--- src/rtl/zoom_addr_sequencer_if.sv ---
// Bus between the zoom address sequencer, its host (start/mode/status)
// and memory_control (addr_base/operation/enable/done).
// master: the sequencer side. slave: host + memory_control side.
interface zoom_addr_sequencer_if #(
    parameter int ADDR_W = 17
);
    logic              start;
    logic [1:0]        mode;
    logic [ADDR_W-1:0] addr_base;
    logic [2:0]        operation;
    logic              enable;
    logic              done;
    logic              busy;
    logic              finished;
    logic [23:0]       cycles;

    modport master (
        input  start, mode, done,
        output addr_base, operation, enable, busy, finished, cycles
    );

    modport slave (
        output start, mode, done,
        input  addr_base, operation, enable, busy, finished, cycles
    );
endinterface

--- src/rtl/zoom_addr_sequencer.sv ---
// zoom_addr_sequencer: walks every destination pixel of a 2x zoom-in (NB/PR)
// or 2x zoom-out (AM/DM) and issues the source read address(es) followed by
// the destination write address to memory_control, one transaction per done.
// Optional feature macro: PERF_CNT_EN enables the busy-cycle counter on
// bus.cycles; without it cycles is tied to zero.
module zoom_addr_sequencer #(
    parameter int SRC_W    = 160,
    parameter int SRC_H    = 120,
    parameter int ADDR_W   = 17,
    parameter int DST_BASE = SRC_W * SRC_H
) (
    input logic                   clock,
    input logic                   reset,
    zoom_addr_sequencer_if.master bus
);

    typedef enum logic [1:0] {
        IDLE    = 2'd0,
        REQ     = 2'd1,
        GAP     = 2'd2,
        DONE_ST = 2'd3
    } state_t;

    state_t      state;
    logic [1:0]  mode_lat;
    logic [15:0] dx;
    logic [15:0] dy;
    logic [2:0]  sub;
    logic        last_px;

    logic [15:0]     dw;
    logic [15:0]     dh;
    logic [2:0]      nreads;
    logic [ADDR_W:0] nxt_txn;

    // {is_write, address} of transaction number s of dest pixel (x,y) in mode m.
    // Sub-index s counts the reads; s equal to the read count is the write.
    function automatic logic [ADDR_W:0] txn_addr(
        input logic [1:0]  m,
        input logic [15:0] x,
        input logic [15:0] y,
        input logic [2:0]  s
    );
        logic [31:0] xw;
        logic [31:0] yw;
        logic [31:0] fw;
        logic [31:0] a;
        logic        wr;
        xw = {16'd0, x};
        yw = {16'd0, y};
        fw = m[1] ? 32'(SRC_W / 2) : 32'(2 * SRC_W);
        wr = (m == 2'd2) ? (s == 3'd4) : (s == 3'd1);
        if (wr) begin
            a = 32'(DST_BASE) + yw * fw + xw;
        end else if (!m[1]) begin
            a = (yw >> 1) * 32'(SRC_W) + (xw >> 1);
        end else begin
            // AM quad order b, b+1, b+W, b+W+1 falls out of the two sub bits
            a = (yw << 1) * 32'(SRC_W) + (xw << 1) + {31'd0, s[0]}
                + (s[1] ? 32'(SRC_W) : 32'd0);
        end
        return {wr, ADDR_W'(a)};
    endfunction

    // Destination geometry and the address of the next transaction to issue.
    // In IDLE the first transaction is built from the incoming mode at (0,0).
    always_comb begin
        dw      = mode_lat[1] ? 16'(SRC_W / 2) : 16'(2 * SRC_W);
        dh      = mode_lat[1] ? 16'(SRC_H / 2) : 16'(2 * SRC_H);
        nreads  = (mode_lat == 2'd2) ? 3'd4 : 3'd1;
        if (state == IDLE) begin
            nxt_txn = txn_addr(bus.mode, 16'd0, 16'd0, 3'd0);
        end else begin
            nxt_txn = txn_addr(mode_lat, dx, dy, sub);
        end
    end

    // Sequencer FSM with registered memory-request and status outputs.
    always_ff @(posedge clock) begin
        if (reset) begin
            state         <= IDLE;
            mode_lat      <= 2'd0;
            dx            <= 16'd0;
            dy            <= 16'd0;
            sub           <= 3'd0;
            last_px       <= 1'b0;
            bus.addr_base <= '0;
            bus.operation <= 3'd0;
            bus.enable    <= 1'b0;
            bus.busy      <= 1'b0;
            bus.finished  <= 1'b0;
        end else begin
            case (state)
                IDLE: begin
                    bus.finished <= 1'b0;
                    if (bus.start) begin
                        mode_lat      <= bus.mode;
                        dx            <= 16'd0;
                        dy            <= 16'd0;
                        sub           <= 3'd0;
                        last_px       <= 1'b0;
                        bus.addr_base <= nxt_txn[ADDR_W-1:0];
                        bus.operation <= {nxt_txn[ADDR_W], bus.mode};
                        bus.enable    <= 1'b1;
                        bus.busy      <= 1'b1;
                        state         <= REQ;
                    end else begin
                        state <= IDLE;
                    end
                end
                REQ: begin
                    // enable is always high here, so done alone retires
                    if (bus.done) begin
                        bus.enable <= 1'b0;
                        state      <= GAP;
                        if (sub != nreads) begin
                            sub <= sub + 3'd1;
                        end else begin
                            sub <= 3'd0;
                            if (dx == dw - 16'd1) begin
                                dx <= 16'd0;
                                dy <= dy + 16'd1;
                                if (dy == dh - 16'd1) begin
                                    last_px <= 1'b1;
                                end else begin
                                    last_px <= 1'b0;
                                end
                            end else begin
                                dx <= dx + 16'd1;
                            end
                        end
                    end else begin
                        state <= REQ;
                    end
                end
                GAP: begin
                    if (last_px) begin
                        bus.busy     <= 1'b0;
                        bus.finished <= 1'b1;
                        state        <= DONE_ST;
                    end else begin
                        bus.addr_base <= nxt_txn[ADDR_W-1:0];
                        bus.operation <= {nxt_txn[ADDR_W], mode_lat};
                        bus.enable    <= 1'b1;
                        state         <= REQ;
                    end
                end
                DONE_ST: begin
                    bus.finished <= 1'b0;
                    state        <= IDLE;
                end
                default: begin
                    bus.enable   <= 1'b0;
                    bus.busy     <= 1'b0;
                    bus.finished <= 1'b0;
                    state        <= IDLE;
                end
            endcase
        end
    end

`ifdef PERF_CNT_EN
    logic [23:0] cyc_cnt;

    // Busy-cycle counter: clears on accepted start, saturates at all ones.
    always_ff @(posedge clock) begin
        if (reset) begin
            cyc_cnt <= 24'd0;
        end else if (state == IDLE && bus.start) begin
            cyc_cnt <= 24'd0;
        end else if (bus.busy && !(&cyc_cnt)) begin
            cyc_cnt <= cyc_cnt + 24'd1;
        end else begin
            cyc_cnt <= cyc_cnt;
        end
    end

    assign bus.cycles = cyc_cnt;
`else
    assign bus.cycles = 24'd0;
`endif

endmodule

--- src/flat_wrapper.sv ---
// flat-port wrapper written by rule: the top's interface ports become plain ports
module zoom_addr_sequencer_flat 
#(
    parameter int SRC_W    = 160,
    parameter int SRC_H    = 120,
    parameter int ADDR_W   = 17,
    parameter int DST_BASE = SRC_W * SRC_H
)
  (clock, reset, bus_start, bus_mode, bus_done, bus_addr_base, bus_operation, bus_enable, bus_busy, bus_finished, bus_cycles);
  zoom_addr_sequencer_if #(.ADDR_W(ADDR_W)) bus_i ();
  input logic clock;
  input logic reset;
  input wire logic [$bits(bus_i.start)-1:0] bus_start;
  input wire logic [$bits(bus_i.mode)-1:0] bus_mode;
  input wire logic [$bits(bus_i.done)-1:0] bus_done;
  output wire logic [$bits(bus_i.addr_base)-1:0] bus_addr_base;
  output wire logic [$bits(bus_i.operation)-1:0] bus_operation;
  output wire logic [$bits(bus_i.enable)-1:0] bus_enable;
  output wire logic [$bits(bus_i.busy)-1:0] bus_busy;
  output wire logic [$bits(bus_i.finished)-1:0] bus_finished;
  output wire logic [$bits(bus_i.cycles)-1:0] bus_cycles;
  assign bus_i.start = bus_start;
  assign bus_i.mode = bus_mode;
  assign bus_i.done = bus_done;
  assign bus_addr_base = bus_i.addr_base;
  assign bus_operation = bus_i.operation;
  assign bus_enable = bus_i.enable;
  assign bus_busy = bus_i.busy;
  assign bus_finished = bus_i.finished;
  assign bus_cycles = bus_i.cycles;
  zoom_addr_sequencer #(.SRC_W(SRC_W), .SRC_H(SRC_H), .ADDR_W(ADDR_W), .DST_BASE(DST_BASE)) u_core (.clock(clock), .reset(reset), .bus(bus_i));
endmodule
--- config.mk ---
export PLATFORM = sky130hd
export DESIGN_NAME = zoom_addr_sequencer_flat
export DESIGN_NICKNAME = d
export VERILOG_FILES = /design/src/rtl/zoom_addr_sequencer_if.sv /design/src/rtl/zoom_addr_sequencer.sv /design/src/flat_wrapper.sv
export SDC_FILE = /design/constraint.sdc
export NUM_CORES = 1
export LEC_CHECK = 0
export ABC_AREA = 1
export BUFFER_PORTS_ARGS = -buffer_cell sky130_fd_sc_hd__buf_2
export CORE_MARGIN = 4
export CORE_UTILIZATION = 56
export CTS_CLUSTER_SIZE = 12
export DETAILED_ROUTE_END_ITERATION = 10
export PLACE_DENSITY = 0.86
export SYNTH_ARGS = -nofsm -noshare
export SYNTH_HDL_FRONTEND = slang
export SYNTH_SLANG_ARGS = --single-unit
--- constraint.sdc ---
create_clock -name clock -period 4.4 [get_ports clock]
set_input_delay 0.88 -clock clock [delete_from_list [all_inputs] [get_ports clock]]
set_output_delay 0.88 -clock clock [all_outputs]
set_load 0.01 [all_outputs]
==> results.json, run 1 <==
{
  "gp_congestion": 0.903,
  "worstPathMaxFanout": 7,
  "final_hold_viol_count": 0,
  "core_um2": 12000,
  "dieArea_um2": 14000,
  "vias": 6549,
  "crit_chain": "inv_4 > ha_1 > ha_1 > fa_1 > inv_1 > fa_1 > inv_1 > fa_1 > ha_4 > ha_4 > nand2_1 > inv_1 > nand4_1 > nand2_1 > nand2_1 > nand2_1 > nand2_1 > nand2_1 > nand2_1 > nand3_1 > nand2_1 > inv_1 > a21oi_1",
  "dr.pass1.iters": 6,
  "grt_pass1_wl_um": 29600,
  "setup_violations": 0,
  "final_layout_size_suffix_gt1_frac": 0.0951,
  "power_mw": 1.54,
  "crit_path_frequent_cell": "nand2_1",
  "crit_start": "u_core.mode_lat[1]$_SDFFE_PP0P_",
  "post-route-util": 0.620,
  "status": "finished, final reports clean",
  "fp.dieH_um": 118,
  "slew_viol_final": 0,
  "wire_per_inst_um": 15.8,
  "arrival_ps": 4390,
  "peakVddDrop_v": 0.000254,
  "via_per_inst": 5.77,
  "boundaryPins": 53,
  "io_buffer_count": 28,
  "yosysSeqAreaShare": 0.185,
  "initial_core_util": 0.569,
  "worst-endpoint-required_ps": 4580,
  "synthToLayoutAreaGrowth_pct": 8.97,
  "synth_area_um2": 6810,
  "syn_avg_cell_area_um2": 7.13,
  "fp-row-count": 40,
  "ant_nets": 0,
  "grt_max_degree": 34,
  "reg2reg_from": "u_core.mode_lat[1]$_SDFFE_PP0P_",
  "start_kind": "flop",
  "grtUsageTotal": 0.256,
  "drv_cap": 0,
  "synth_seq_cells": 63,
  "regToRegSetupSlack_ps": 190,
  "max-slew-margin-rel": 0.516,
  "path_buf_inv": 5,
  "cts_hold_buffers": 0,
  "drc": 0,
  "drt-total-wl_um": 17900,
  "worstMarginPinSlew_ps": 720,
  "grt_pass1_vias": 6302,
  "power.leakage_nw": 3.77,
  "tns_ps": 0,
  "rsz0062_at_grt": "true",
  "nets": 1119,
  "max_stage_delay_ps": 540,
  "numCtsBuffers": 9,
  "hold_path_class": "reg2reg",
  "numClockSinks": 63,
  "dpl-instance-area_um2": 7100,
  "max_freq_mhz": 238,
  "crit_path_end_kind": "flop",
  "cp_slowest_cell": "fa_1",
  "cts_root_buffer": "clkbuf_16",
  "synth_flop_cell": "dfxtp_1",
  "hp-start": "u_core.bus.addr_base[13]$_SDFFE_PP0P_",
  "synth_cell_types": 50,
  "grt-ovfl-total": 0,
  "synth_cells": 955,
  "antenna_found_initial": 0,
  "die_w_um": 118,
  "synth-edff-count": 0,
  "synth-async-reset-ratio": 0,
  "drtIter0Drc": 532,
  "clockBufferDepth": 2,
  "insertion_delay_ps": 340,
  "ys_warn_count": 0,
  "fin_crit_ps": 4210,
  "criticalPathCategory": "reg2reg",
  "period_share": 0.957,
  "critPathTopFamily": "adder cells",
  "post-dp-hpwl_um": 13700,
  "power.density_nw_per_um2": 208,
  "stdcell_area_um2": 7420,
  "n_antenna_cell": 0,
  "cts_tree": "yes",
  "fin_skew_ps": 9.44,
  "cts-htree-levels": 3,
  "clk_pin_slew_worst_paths_ps": 50
}
-- sequential cells by signal, indices dropped and copies added, names as in the netlist --
signal / cells
u_core.state: 2
u_core.bus.enable: 1
u_core.bus.addr_base: 17
u_core.dx: 16
u_core.bus.operation: 3
u_core.sub: 3
u_core.mode_lat: 2
u_core.bus.finished: 1
u_core.dy: 16
u_core.bus.busy: 1
u_core.last_px: 1
-- where the power goes --
part	leakage (nW)	switching (mW)	internal, mW	total [mW]
Sequential	0.511	0.00903	0.582	0.591
Combinational	3.13	0.192	0.0813	0.273
Clock	0.134	0.270	0.409	0.680
-- kinds of logic (layout without fill, tap and decap cells) --
group | Yosys count | after routing | share of synthesized area
compound gates | 166 | 166 | 0.140
xor+xnor | 42 | 42 | 0.0540
fa+ha+maj | 130 | 130 | 0.267
buf+inv | 183 | 193 | 0.119
flops | 63 | 63 | 0.185
other cells | 1 | 24 | 0.000551
simple gates | 370 | 370 | 0.235
-- metrics by stage --
step	setup slack (ps)	hold WS [ps]	cells
2_1_floorplan	1.77	453	978
3_3_place_gp	271	450	1118
3_5_place_dp	112	456	1118
4_1_cts	74.9	464	1134
5_1_grt	-21.6	486	1135
6_report	191	464	1135
-- layer usage --
| layer | GRT usage | wire, um | up-vias |
|---|---|---|---|
| met5 | 0 | 0 | - |
| met4 | 0.119 | 886 | 0 |
| met3 | 0.0464 | 1360 | 67 |
| met2 | 0.433 | 8330 | 284 |
| met1 | 0.317 | 7310 | 3031 |
| li1 | - | - | 3167 |
-- cell usage in the layout, fill, tap and decap left out, types with 3 or more instances in the layout --
cell type | netlist | final
a21oi_1 | 70 | 68
nor3_1 | 20 | 18
xor2_1 | 27 | 27
nor3_2 | 2 | 4
a211oi_1 | 4 | 4
a21o_1 | 6 | 6
fa_1 | 25 | 25
nor4_1 | 9 | 9
clkbuf_16 | 0 | 9
nand2_2 | 4 | 4
nand2_1 | 204 | 204
clkinvlp_4 | 0 | 3
ha_4 | 0 | 6
conb_1 | 1 | 24
a31oi_1 | 16 | 16
ha_1 | 105 | 99
o21bai_1 | 4 | 4
o211ai_1 | 8 | 8
buf_2 | 4 | 28
dfxtp_1 | 63 | 61
nor2_1 | 59 | 58
clkinv_1 | 3 | 3
buf_4 | 24 | 14
xnor2_1 | 15 | 15
nand4_1 | 10 | 10
nor2_2 | 2 | 3
or2_2 | 6 | 6
inv_1 | 129 | 129
nand3_1 | 49 | 49
o21ai_0 | 43 | 42
-- area by class of cell --
| type | instances | area [um2] |
|---|---|---|
| Clock buffer | 11 | 253 |
| Inverter | 135 | 509 |
| Multi-Input combinational cell | 732 | 4930 |
| Clock inverter | 5 | 32.5 |
| Tap cell | 147 | 184 |
| Sequential cell | 63 | 1270 |
| Fill cell | 992 | 4540 |
| Timing Repair Buffer | 42 | 245 |
-- cells in the mapped netlist, types with 4 or more instances --
cell type / n / area [um2]
fa_1: 25 / 500
o21ai_0: 43 / 215
buf_4: 24 / 180
o21bai_1: 4 / 30.0
nand2_2: 4 / 25.0
nand2_1: 204 / 766
a31oi_1: 16 / 100
a21o_1: 6 / 45.0
xor2_1: 27 / 236
ha_1: 105 / 1310
nor4_1: 9 / 56.3
a21oi_1: 70 / 350
dfxtp_1: 63 / 1260
xnor2_1: 15 / 131
o211ai_1: 8 / 60.1
nor3_1: 20 / 100
nor2_1: 59 / 221
buf_2: 4 / 20.0
nand4_1: 10 / 62.6
or2_2: 6 / 37.5
clkbuf_1: 15 / 56.3
inv_1: 129 / 484
a211oi_1: 4 / 30.0
nand3_1: 49 / 245
-- worst paths after layout --
| check | cells after the start | to |
|---|---|---|
| setup reg to reg | 23 | u_core.bus.addr_base[15]$_SDFFE_PP0P_ |
| hold / removal | 2 | u_core.bus.addr_base[13]$_SDFFE_PP0P_ |
| hold reg to reg | 2 | u_core.bus.addr_base[13]$_SDFFE_PP0P_ |
| setup / recovery | 23 | u_core.bus.addr_base[15]$_SDFFE_PP0P_ |
-- tightest hold or removal path: cells and delay by family, from the launching register on --
family / cells / cell delay [ps]
compound gates: 1 / 60
simple gates: 1 / 60
flops: 1 / 300
-- timing repair --
action | 4_1_cts | 5_1_grt
endpoints found under the setup margin | 0 | 6
setup buffers | 0 | 1
resized for setup | 0 | 8
No activity file was read; power rests on OpenSTA's default activity.
==> inputs of run 2 (changes only) <==
--- a/config.mk
+++ b/config.mk
@@ -9,6 +9,7 @@
 export BUFFER_PORTS_ARGS = -buffer_cell sky130_fd_sc_hd__buf_2
 export CORE_MARGIN = 4
 export CORE_UTILIZATION = 56
+export CTS_BUF_LIST = sky130_fd_sc_hd__clkbuf_16
 export CTS_CLUSTER_SIZE = 12
 export DETAILED_ROUTE_END_ITERATION = 10
 export PLACE_DENSITY = 0.86
==> results.json, run 2 (synthesis results as in run 1) <==
{
  "drt-total-wl_um": 17900,
  "power.density_nw_per_um2": 204,
  "criticalPathCategory": "reg2reg",
  "cts-htree-levels": 3,
  "wire_per_inst_um": 15.7,
  "final_layout_size_suffix_gt1_frac": 0.0940,
  "synthToLayoutAreaGrowth_pct": 8.79,
  "pwr-share-seq": 0.391,
  "final_common_cell": "nand2_1",
  "post-dp-hpwl_um": 13700,
  "fin_skew_ps": 8.92,
  "fin_crit_ps": 4250,
  "worstPathMaxFanout": 6,
  "post-route-util": 0.619,
  "drv_cap": 0,
  "dr.pass1.iters": 7,
  "tns_ps": 0,
  "dieArea_um2": 14000,
  "grt_pass1_vias": 6277,
  "drc": 0,
  "cts_root_buffer": "clkbuf_16",
  "grtUsageTotal": 0.255,
  "boundaryPins": 53,
  "max_freq_mhz": 235,
  "ant_nets": 0,
  "slew_viol_final": 0,
  "switching_share": 0.312,
  "numClockSinks": 63,
  "cts_tree": "yes",
  "fp-row-count": 40,
  "seqCellArea_um2": 1270,
  "clkPwrFrac": 0.427,
  "max-slew-margin-rel": 0.508,
  "via_per_inst": 5.77,
  "n_antenna_cell": 0,
  "largest_reg_flops": 17,
  "start_kind": "flop",
  "numCtsBuffers": 9,
  "p_int_mw": 1.04,
  "vias": 6550,
  "arrival_ps": 4440,
  "antenna_found_initial": 0,
  "pre_cts_ws_ps": 112,
  "most-common-layout-cells": "nand2_1, inv_1, ha_1, a21oi_1, dfxtp_1",
  "gp_congestion": 0.903,
  "grt_pass1_wl_um": 29400,
  "n_fill_cell": 990,
  "reg_top3": "u_core.bus.addr_base (17), u_core.dx (16), u_core.dy (16)",
  "grt-ovfl-total": 0,
  "stdcell_area_um2": 7400,
  "grt_max_degree": 34,
  "insertion_delay_ps": 340,
  "fp.dieH_um": 118,
  "p_switching_uw": 471,
  "dpl-instance-area_um2": 7100,
  "nets": 1120,
  "status": "finished, final reports clean",
  "top_register": "u_core.bus.addr_base",
  "multiInputGateArea_um2": 4930,
  "p_comb_frac": 0.181,
  "worst-endpoint-required_ps": 4580,
  "core_um2": 12000,
  "final_hold_viol_count": 0,
  "power.leakage_nw": 3.77,
  "die_w_um": 118,
  "drtIter0Drc": 504,
  "place_inst": 1118,
  "worstMarginPinSlew_ps": 732,
  "stdcell_count": 1136,
  "period_share": 0.967,
  "io_buffer_count": 28,
  "regToRegSetupSlack_ps": 150,
  "clk_pin_slew_worst_paths_ps": 50,
  "hold_path_class": "reg2reg",
  "clockBufferDepth": 2,
  "cts_hold_buffers": 0,
  "initial_core_util": 0.569,
  "setup_slack_ps": 146,
  "crit_path_end_kind": "flop",
  "setup_violations": 0,
  "peakVddDrop_v": 0.000254
}
[run 2: cell count changes in the layout (fill, tap and decap cells not counted)]
cell	before	now
clkbuf_8	2	0
clkinv_1	3	5
buf_4	14	15
[run 2: final timing paths]
check                                   startpoint  cells past startpoint                                    end
max                u_core.mode_lat[1]$_SDFFE_PP0P_                     23  u_core.bus.addr_base[15]$_SDFFE_PP0P_
min          u_core.bus.addr_base[13]$_SDFFE_PP0P_                      2  u_core.bus.addr_base[13]$_SDFFE_PP0P_
max reg2reg        u_core.mode_lat[1]$_SDFFE_PP0P_                     23  u_core.bus.addr_base[15]$_SDFFE_PP0P_
min reg2reg  u_core.bus.addr_base[13]$_SDFFE_PP0P_                      2  u_core.bus.addr_base[13]$_SDFFE_PP0P_
[run 2: area by class of cell]
cell class | instances | area share
Clock inverter | 7 | 0.00541
Multi-Input combinational cell | 732 | 0.665
Clock buffer | 9 | 0.0304
Tap cell | 147 | 0.0248
Inverter | 135 | 0.0688
Sequential cell | 63 | 0.171
Timing Repair Buffer | 43 | 0.0341
[run 2: layer usage]
metal  share of wire  vias to the layer above  wire (um)  track usage
li1                -                     3172          -            -
met1            0.41                     3015       7310        0.315
met2            0.46                      292       8240        0.429
met3           0.078                       71       1390       0.0450
met4           0.053                        0        942        0.122
met5               0                        -          0            0
[run 2: power groups by stage]
stage | Combinational (mW) | Clock, mW | Sequential, mW
2_1_floorplan | 0.206 | 0 | 0.605
6_report | 0.274 | 0.645 | 0.590
5_1_grt | 0.300 | 0.674 | 0.591
3_5_place_dp | 0.259 | 0 | 0.603
3_3_place_gp | 0.253 | 0 | 0.602
4_1_cts | 0.263 | 0.644 | 0.591
[run 2: repair_timing]
item,CTS,global route
buffers inserted,0,2
setup endpoints to repair,0,6
gates resized for setup,0,8
[run 2: critical path, cell delays in order, from the launching register on]
cell and delay [ps]:
dfxtp_4 390, inv_4 60, ha_1 200, ha_1 290, fa_1 540, inv_1 50
fa_1 530, inv_1 50, fa_1 560, ha_4 220, ha_4 280, nand2_1 50
inv_1 90, nand4_1 100, nand2_1 130, nand2_1 80, nand2_1 60, nand2_1 60
nand2_1 60, nand2_1 60, nand3_1 60, nand2_1 60, inv_1 50, a21oi_1 60
[run 2: through the flow]
stage          total power, mW  hold slack [ps]
2_1_floorplan            0.811              453
3_3_place_gp             0.854              450
3_5_place_dp             0.861              456
4_1_cts                   1.50              464
5_1_grt                   1.57              486
6_report                  1.51              464
